<file path="config.mk">
export PLATFORM = sky130hd
export DESIGN_NAME = stream_gen
export DESIGN_NICKNAME = d
export VERILOG_FILES = /design/src/rtl/stream_gen.sv
export SDC_FILE = /design/constraint.sdc
export NUM_CORES = 1
export LEC_CHECK = 0
export BUFFER_PORTS_ARGS = -buffer_cell sky130_fd_sc_hd__clkbuf_2
export CORE_MARGIN = 1.5
export CORE_UTILIZATION = 48
export CTS_CLUSTER_DIAMETER = 100
export DETAILED_ROUTE_END_ITERATION = 6
export PLACE_DENSITY = 0.84
export SYNTH_ARGS = -nofsm -noshare
export SYNTH_HDL_FRONTEND = slang
export SYNTH_SLANG_ARGS = --single-unit
export TNS_END_PERCENT = 5
</file>
<file path="constraint.sdc">
create_clock -name clk -period 1.93 [get_ports clk]
set_clock_uncertainty 0.05 [all_clocks]
set_input_delay 0.0965 -clock clk [delete_from_list [all_inputs] [get_ports clk]]
set_output_delay 0.0965 -clock clk [all_outputs]
set_load 0.05 [all_outputs]
</file>
<file path="src/rtl/stream_gen.sv">
// rtl/stream_gen.sv - deterministic valid/ready stimulus source with gap, count and seed
// Optional STREAM_GEN_LFSR_EN: data from a 32-bit Fibonacci LFSR instead of a counter.
module stream_gen #(
  parameter int unsigned DW    = 32,
  parameter int unsigned DELAY = 0,
  parameter int unsigned COUNT = 0,
  parameter logic [63:0] SEED  = 64'd0
) (
  input  logic          clk,
  input  logic          rst,
  input  logic          en,
  output logic          down_valid,
  output logic [DW-1:0] down_data,
  input  logic          down_ready,
  output logic          done,
  output logic [31:0]   beat_cnt
);

  typedef enum logic [1:0] {
    S_GAP  = 2'd0,
    S_SEND = 2'd1,
    S_DONE = 2'd2
  } state_t;

  state_t      state_q, state_d;
  logic        valid_q, valid_d;
  logic        done_q, done_d;
  logic [31:0] beat_cnt_q, beat_cnt_d;
  logic [31:0] gap_q, gap_d;
  logic        xfer;

  assign xfer = valid_q && down_ready;

`ifdef STREAM_GEN_LFSR_EN
  // An all-zero LFSR never leaves zero, so a zero seed starts from 1.
  localparam logic [31:0] LFSR_INIT = (SEED[31:0] == 32'd0) ? 32'd1 : SEED[31:0];

  logic [31:0] lfsr_q, lfsr_d;

  always_comb begin
    lfsr_d = lfsr_q;
    if (xfer) begin
      lfsr_d = {lfsr_q[30:0], lfsr_q[31] ^ lfsr_q[21] ^ lfsr_q[1] ^ lfsr_q[0]};
    end
  end

  always_ff @(posedge clk or negedge rst) begin
    if (!rst) begin
      lfsr_q <= LFSR_INIT;
    end else begin
      lfsr_q <= lfsr_d;
    end
  end

  assign down_data = lfsr_q[DW-1:0];
`else
  localparam logic [DW-1:0] DATA_INIT = SEED[DW-1:0];

  logic [DW-1:0] data_q, data_d;

  always_comb begin
    data_d = data_q;
    if (xfer) begin
      data_d = data_q + DW'(1);
    end
  end

  always_ff @(posedge clk or negedge rst) begin
    if (!rst) begin
      data_q <= DATA_INIT;
    end else begin
      data_q <= data_d;
    end
  end

  assign down_data = data_q;
`endif

  always_comb begin
    state_d    = state_q;
    valid_d    = valid_q;
    done_d     = done_q;
    beat_cnt_d = beat_cnt_q;
    gap_d      = gap_q;
    case (state_q)
      S_GAP: begin
        if (en) begin
          // The edge that reaches DELAY idle cycles is also the edge that raises valid.
          if ((DELAY == 0) || (gap_q + 32'd1 == DELAY)) begin
            state_d = S_SEND;
            valid_d = 1'b1;
            gap_d   = 32'd0;
          end else begin
            gap_d = gap_q + 32'd1;
          end
        end
      end
      S_SEND: begin
        if (xfer) begin
          beat_cnt_d = beat_cnt_q + 32'd1;
          if ((COUNT != 0) && (beat_cnt_q + 32'd1 == COUNT)) begin
            state_d = S_DONE;
            valid_d = 1'b0;
            done_d  = 1'b1;
          end else if ((DELAY == 0) && en) begin
            state_d = S_SEND;
            valid_d = 1'b1;
          end else begin
            state_d = S_GAP;
            valid_d = 1'b0;
          end
        end
      end
      S_DONE: begin
        valid_d = 1'b0;
        done_d  = 1'b1;
      end
      default: begin
        state_d = S_GAP;
        valid_d = 1'b0;
      end
    endcase
  end

  always_ff @(posedge clk or negedge rst) begin
    if (!rst) begin
      state_q    <= S_GAP;
      valid_q    <= 1'b0;
      done_q     <= 1'b0;
      beat_cnt_q <= 32'd0;
      gap_q      <= 32'd0;
    end else begin
      state_q    <= state_d;
      valid_q    <= valid_d;
      done_q     <= done_d;
      beat_cnt_q <= beat_cnt_d;
      gap_q      <= gap_d;
    end
  end

  assign down_valid = valid_q;
  assign done       = done_q;
  assign beat_cnt   = beat_cnt_q;

endmodule

</file>
==> results.md <==
- The global routing usage summed across all routing layers is 20.3%.
- The total global routing overflow is 0.
- After routing the design area is 0.00369 mm².
- The number of endpoints with negative hold slack in the final report is 0.
- The count of pins over their slew limit is 0.
- The worst hold path belongs to the class in -> reg.
- The critical path's slowest cell is sky130_fd_sc_hd__or4_4.
- The clock tree from TritonCTS is built.
- The synthesized area per cell is roughly 11 µm².
- Buffers inserted during clock tree synthesis total 9.
- Of the available clock period, the critical path in the final layout requires 93.9%.
- The number of nets in the final layout is 355.
- The worst voltage drop across the vdd grid is 0.612 mV.
- Counting instances in the post-synthesis netlist gives the leading cell types as sky130_fd_sc_hd__dfrtp_1 (65), sky130_fd_sc_hd__xnor2_1 (36), sky130_fd_sc_hd__nand2_1 (29).
- The total number of clock tree sinks is 65.
- The H-tree generated during clock tree synthesis spans 3 levels.
- The synthesized netlist devotes 0.261% of its cell area to compound gates.
- By area the synthesized netlist is led by sky130_fd_sc_hd__dfrtp_1 (56%), sky130_fd_sc_hd__xnor2_1 (11%), sky130_fd_sc_hd__xor2_1 (7.9%).
- The post-placement cell area is 0.00343 mm².
- The adder-cell share of the synthesized area is 0.869%.
- The count of synthesis-stage warnings from yosys is 0.
- The detailed-router iteration count before antenna repair is 4.
- The final hold slack is 43.1 ps.
- The root buffer cell is sky130_fd_sc_hd__clkbuf_8.
- The routed layout has 2206 vias.
- For this run, the leading register cell type out of synthesis is sky130_fd_sc_hd__dfrtp_1.
- The die is 80.4 µm wide.
- Setup repair after global routing left no endpoint under its margin.
- Synthesis produced a netlist with a net count of roughly 260.
- The leakage power total is 0.00186 µW.
- The DRC violations left is 0.
- The nature of the critical path startpoint is a flop.
- The half-perimeter wire length after detailed placement is between 4 and 5 mm.
- For this design the top-level I/O count stands at 70.
- Compared with the post-synthesis result, the final layout area differs by 28.2%.
- The flow ran to the end, and the final reports show no timing, DRC or antenna violations.
- The site row count is 28.
- The netlist uses 30 different library cells.
- The multiplexer share of the synthesized area is less than 1%.
- The capturing element type of the critical path is a flop.
- The quantity of I/O buffers inserted on ports is 68.
- The die height is roughly 80 µm.
- Summing the areas of all and, or, nand and nor instances in the mapped netlist gives 21.0% of the synthesized area.
- The final setup violation count is 0.
- The most used standard cell by instance count after synthesis is sky130_fd_sc_hd__dfrtp_1.
- In the final timing run, aggregate negative setup slack is 0 ps.
- The first-pass GRT wire length is approximately 9.9 mm.
- For this run, the register share of the synthesized area comes to a little under three fifths.
- The worst register-to-register path has a depth of 5.
- The die covers 0.00647 mm².
- The sum of internal, switching and leakage power is 3700 µW.
- For the worst setup path, the data arrival time is 2030 ps.
- The signal on the critical path passes through and4_1 > nand2_1 > or4_4 > nor3_2 > xor2_1.
- Counting flops and latches in the post-synthesis netlist gives between 60 and 70.
- In the final routed layout, each cell accounts on average for between 10 and 15 µm.
- The violation count after the first detailed-route iteration is 88.
- The worst path in the final design needs a cycle of roughly 1800 ps, including I/O delays and setup.
- Clock-pin slew was measured on the worst setup and hold paths at 70 ps.
- The number of buffers and inverters on the critical path is 0.
- The via count of the first global-routing pass came to 2117.
- The largest fanout of any net on the critical path is 5.
- The remaining number of nets flagged by the antenna check after routing is 0.
- The final antenna diode count is 0.
- The class of the most critical setup path is reg -> reg.
- Of the cells placed in the final design, the portion with a size suffix greater than 1 is 35.3%.
- In this run the number of cells on the critical path is 5.
- In the synthesized netlist the async set-or-reset flop fraction comes to 100%.
- The cell family contributing the most delay on the critical path is simple AND/OR/NAND/NOR gates.
- The number of buffers on the longest clock path is 2.
- sky130_fd_sc_hd__dfrtp_1 takes more of the synthesized area than any other cell.
- Summing the areas of all xor and xnor instances in the mapped netlist gives 18.9% of the synthesized area.
- For this design the ratio of total power to cell area is 1000 mW/mm².
- The maximum number of pins on one net before global-route repair is 66.
- In this design, the stage delay of the slowest critical-path cell is 570 ps.
- For the worst setup path, the data required time is 2150 ps.
- For the worst-skew pair, the clock arrives at the later sink with an insertion delay of around 340 ps.
- The number of cells traversed by the worst hold path is 3.
- The top-area cell type share of the netlist area is 56.5%.
- The routed design has 5.90 mm of wire.
- The cell area after synthesis is between 0.002 and 0.003 mm².
- Counting flops with a built-in enable in the synthesized netlist gives 0.
- The highest achievable clock rate is approximately 550 MHz.
- The main combinational cell family by area after synthesis is simple AND/OR/NAND/NOR gates.
- The per-cell via count in the routed design is just over 5.
- In the synthesized netlist, the number of instances is 257.
- Routability-driven placement finished with a final weighted congestion of a little over 0.8.
- The max-capacitance violation count is 0.
- After floorplanning, the core was sized to cover 0.00585 mm².
- For this configuration, the core starts out at a cell density of 49.2%.
- The initial antenna violation count came to 0.
[flip-flops by register name, indices dropped and copies added, names as in the netlist]
signal,count
beat_cnt,32
down_data,32
state_q,1
[final cells by class]
cell class | count | area, µm²
Inverter | 7 | 26.3
Clock buffer | 14 | 173
Tap cell | 75 | 93.8
Sequential cell | 65 | 1650
Multi-Input combinational cell | 181 | 1230
Timing Repair Buffer | 85 | 488
Fill cell | 490 | 2160
Clock inverter | 2 | 35.0
[worst min-delay path, stage by stage]
cell and delay (ps):
sky130_fd_sc_hd__clkbuf_2 110, sky130_fd_sc_hd__nand2_1 120, sky130_fd_sc_hd__xnor2_1 70
[repair_timing]
| action | in CTS | in global routing |
|---|---|---|
| endpoints found under the hold margin | 66 | 0 |
| setup endpoints to repair | 0 | 13 |
| hold buffers | 3 | 0 |
| setup buffers | 0 | 1 |
| resized for setup | 0 | 3 |
[final timing paths]
| path | to | from | slack [ps] |
|---|---|---|---|
| max | down_data[30]$_DFFE_PN0P_ | down_data[13]$_DFFE_PN0P_ | 120 |
| min | down_data[0]$_DFFE_PN0P_ | down_ready | 40 |
| max reg2reg | down_data[30]$_DFFE_PN0P_ | down_data[13]$_DFFE_PN0P_ | 120 |
| min reg2reg | beat_cnt[31]$_DFFE_PN0P_ | beat_cnt[31]$_DFFE_PN0P_ | 420 |
| max in group asynchronous | beat_cnt[2]$_DFFE_PN0P_ | rst | 1280 |
| min in group asynchronous | down_data[6]$_DFFE_PN0P_ | rst | 250 |
[per-stage QoR]
step / setup slack, ps / cells / util, %
floorplan: -130 / 257 / -
global placement: 94.0 / 409 / 58.7
detailed placement: 49.8 / 409 / 58.7
CTS: 18.5 / 428 / 62.7
global route: 8.49 / 429 / 63.1
finish: 119 / 429 / 63.1
[kinds of logic (layout without fill, tap and decap cells)]
family                     Yosys count  in the layout
buffers and inverters               11            108
DFF                                 65             65
xor gates and xnor gates            62             62
and+or+nand+nor                    113            113
AOI/OAI and AO/OA                    1              1
adders and majority gates            2              2
muxes                                2              2
other                                1              1
[power by group]
part           switching, µW  internal (µW)  total [µW]
clock network            501            702        1200
logic                    616            235         851
registers                148           1490        1640
[cell usage in the layout (no fill, tap or decap), types with 2 or more instances in the layout]
cell type                        n
sky130_fd_sc_hd__clkbuf_2       68
sky130_fd_sc_hd__dfrtp_1        49
sky130_fd_sc_hd__xnor2_1        36
sky130_fd_sc_hd__nand2_1        29
sky130_fd_sc_hd__xor2_1         26
sky130_fd_sc_hd__nor2_1         20
sky130_fd_sc_hd__nand3_1        16
sky130_fd_sc_hd__dfrtp_2        16
sky130_fd_sc_hd__nand4_1        13
sky130_fd_sc_hd__buf_4          13
sky130_fd_sc_hd__clkbuf_8       12
sky130_fd_sc_hd__nor3_1         11
sky130_fd_sc_hd__inv_1           7
sky130_fd_sc_hd__and4_1          4
sky130_fd_sc_hd__and3_1          4
sky130_fd_sc_hd__dlygate4sd3_1   3
sky130_fd_sc_hd__mux2_2          2
sky130_fd_sc_hd__nor3_2          2
sky130_fd_sc_hd__nor4_1          2
sky130_fd_sc_hd__ha_1            2
sky130_fd_sc_hd__clkbuf_1        2
[layer usage]
layer / track usage [%] / wire length [µm]
met5: 0 / 0
met4: 9.83 / 134
met3: 5.45 / 319
met2: 31.7 / 2850
met1: 26.0 / 2590
Power figures use the tool's default switching activity.
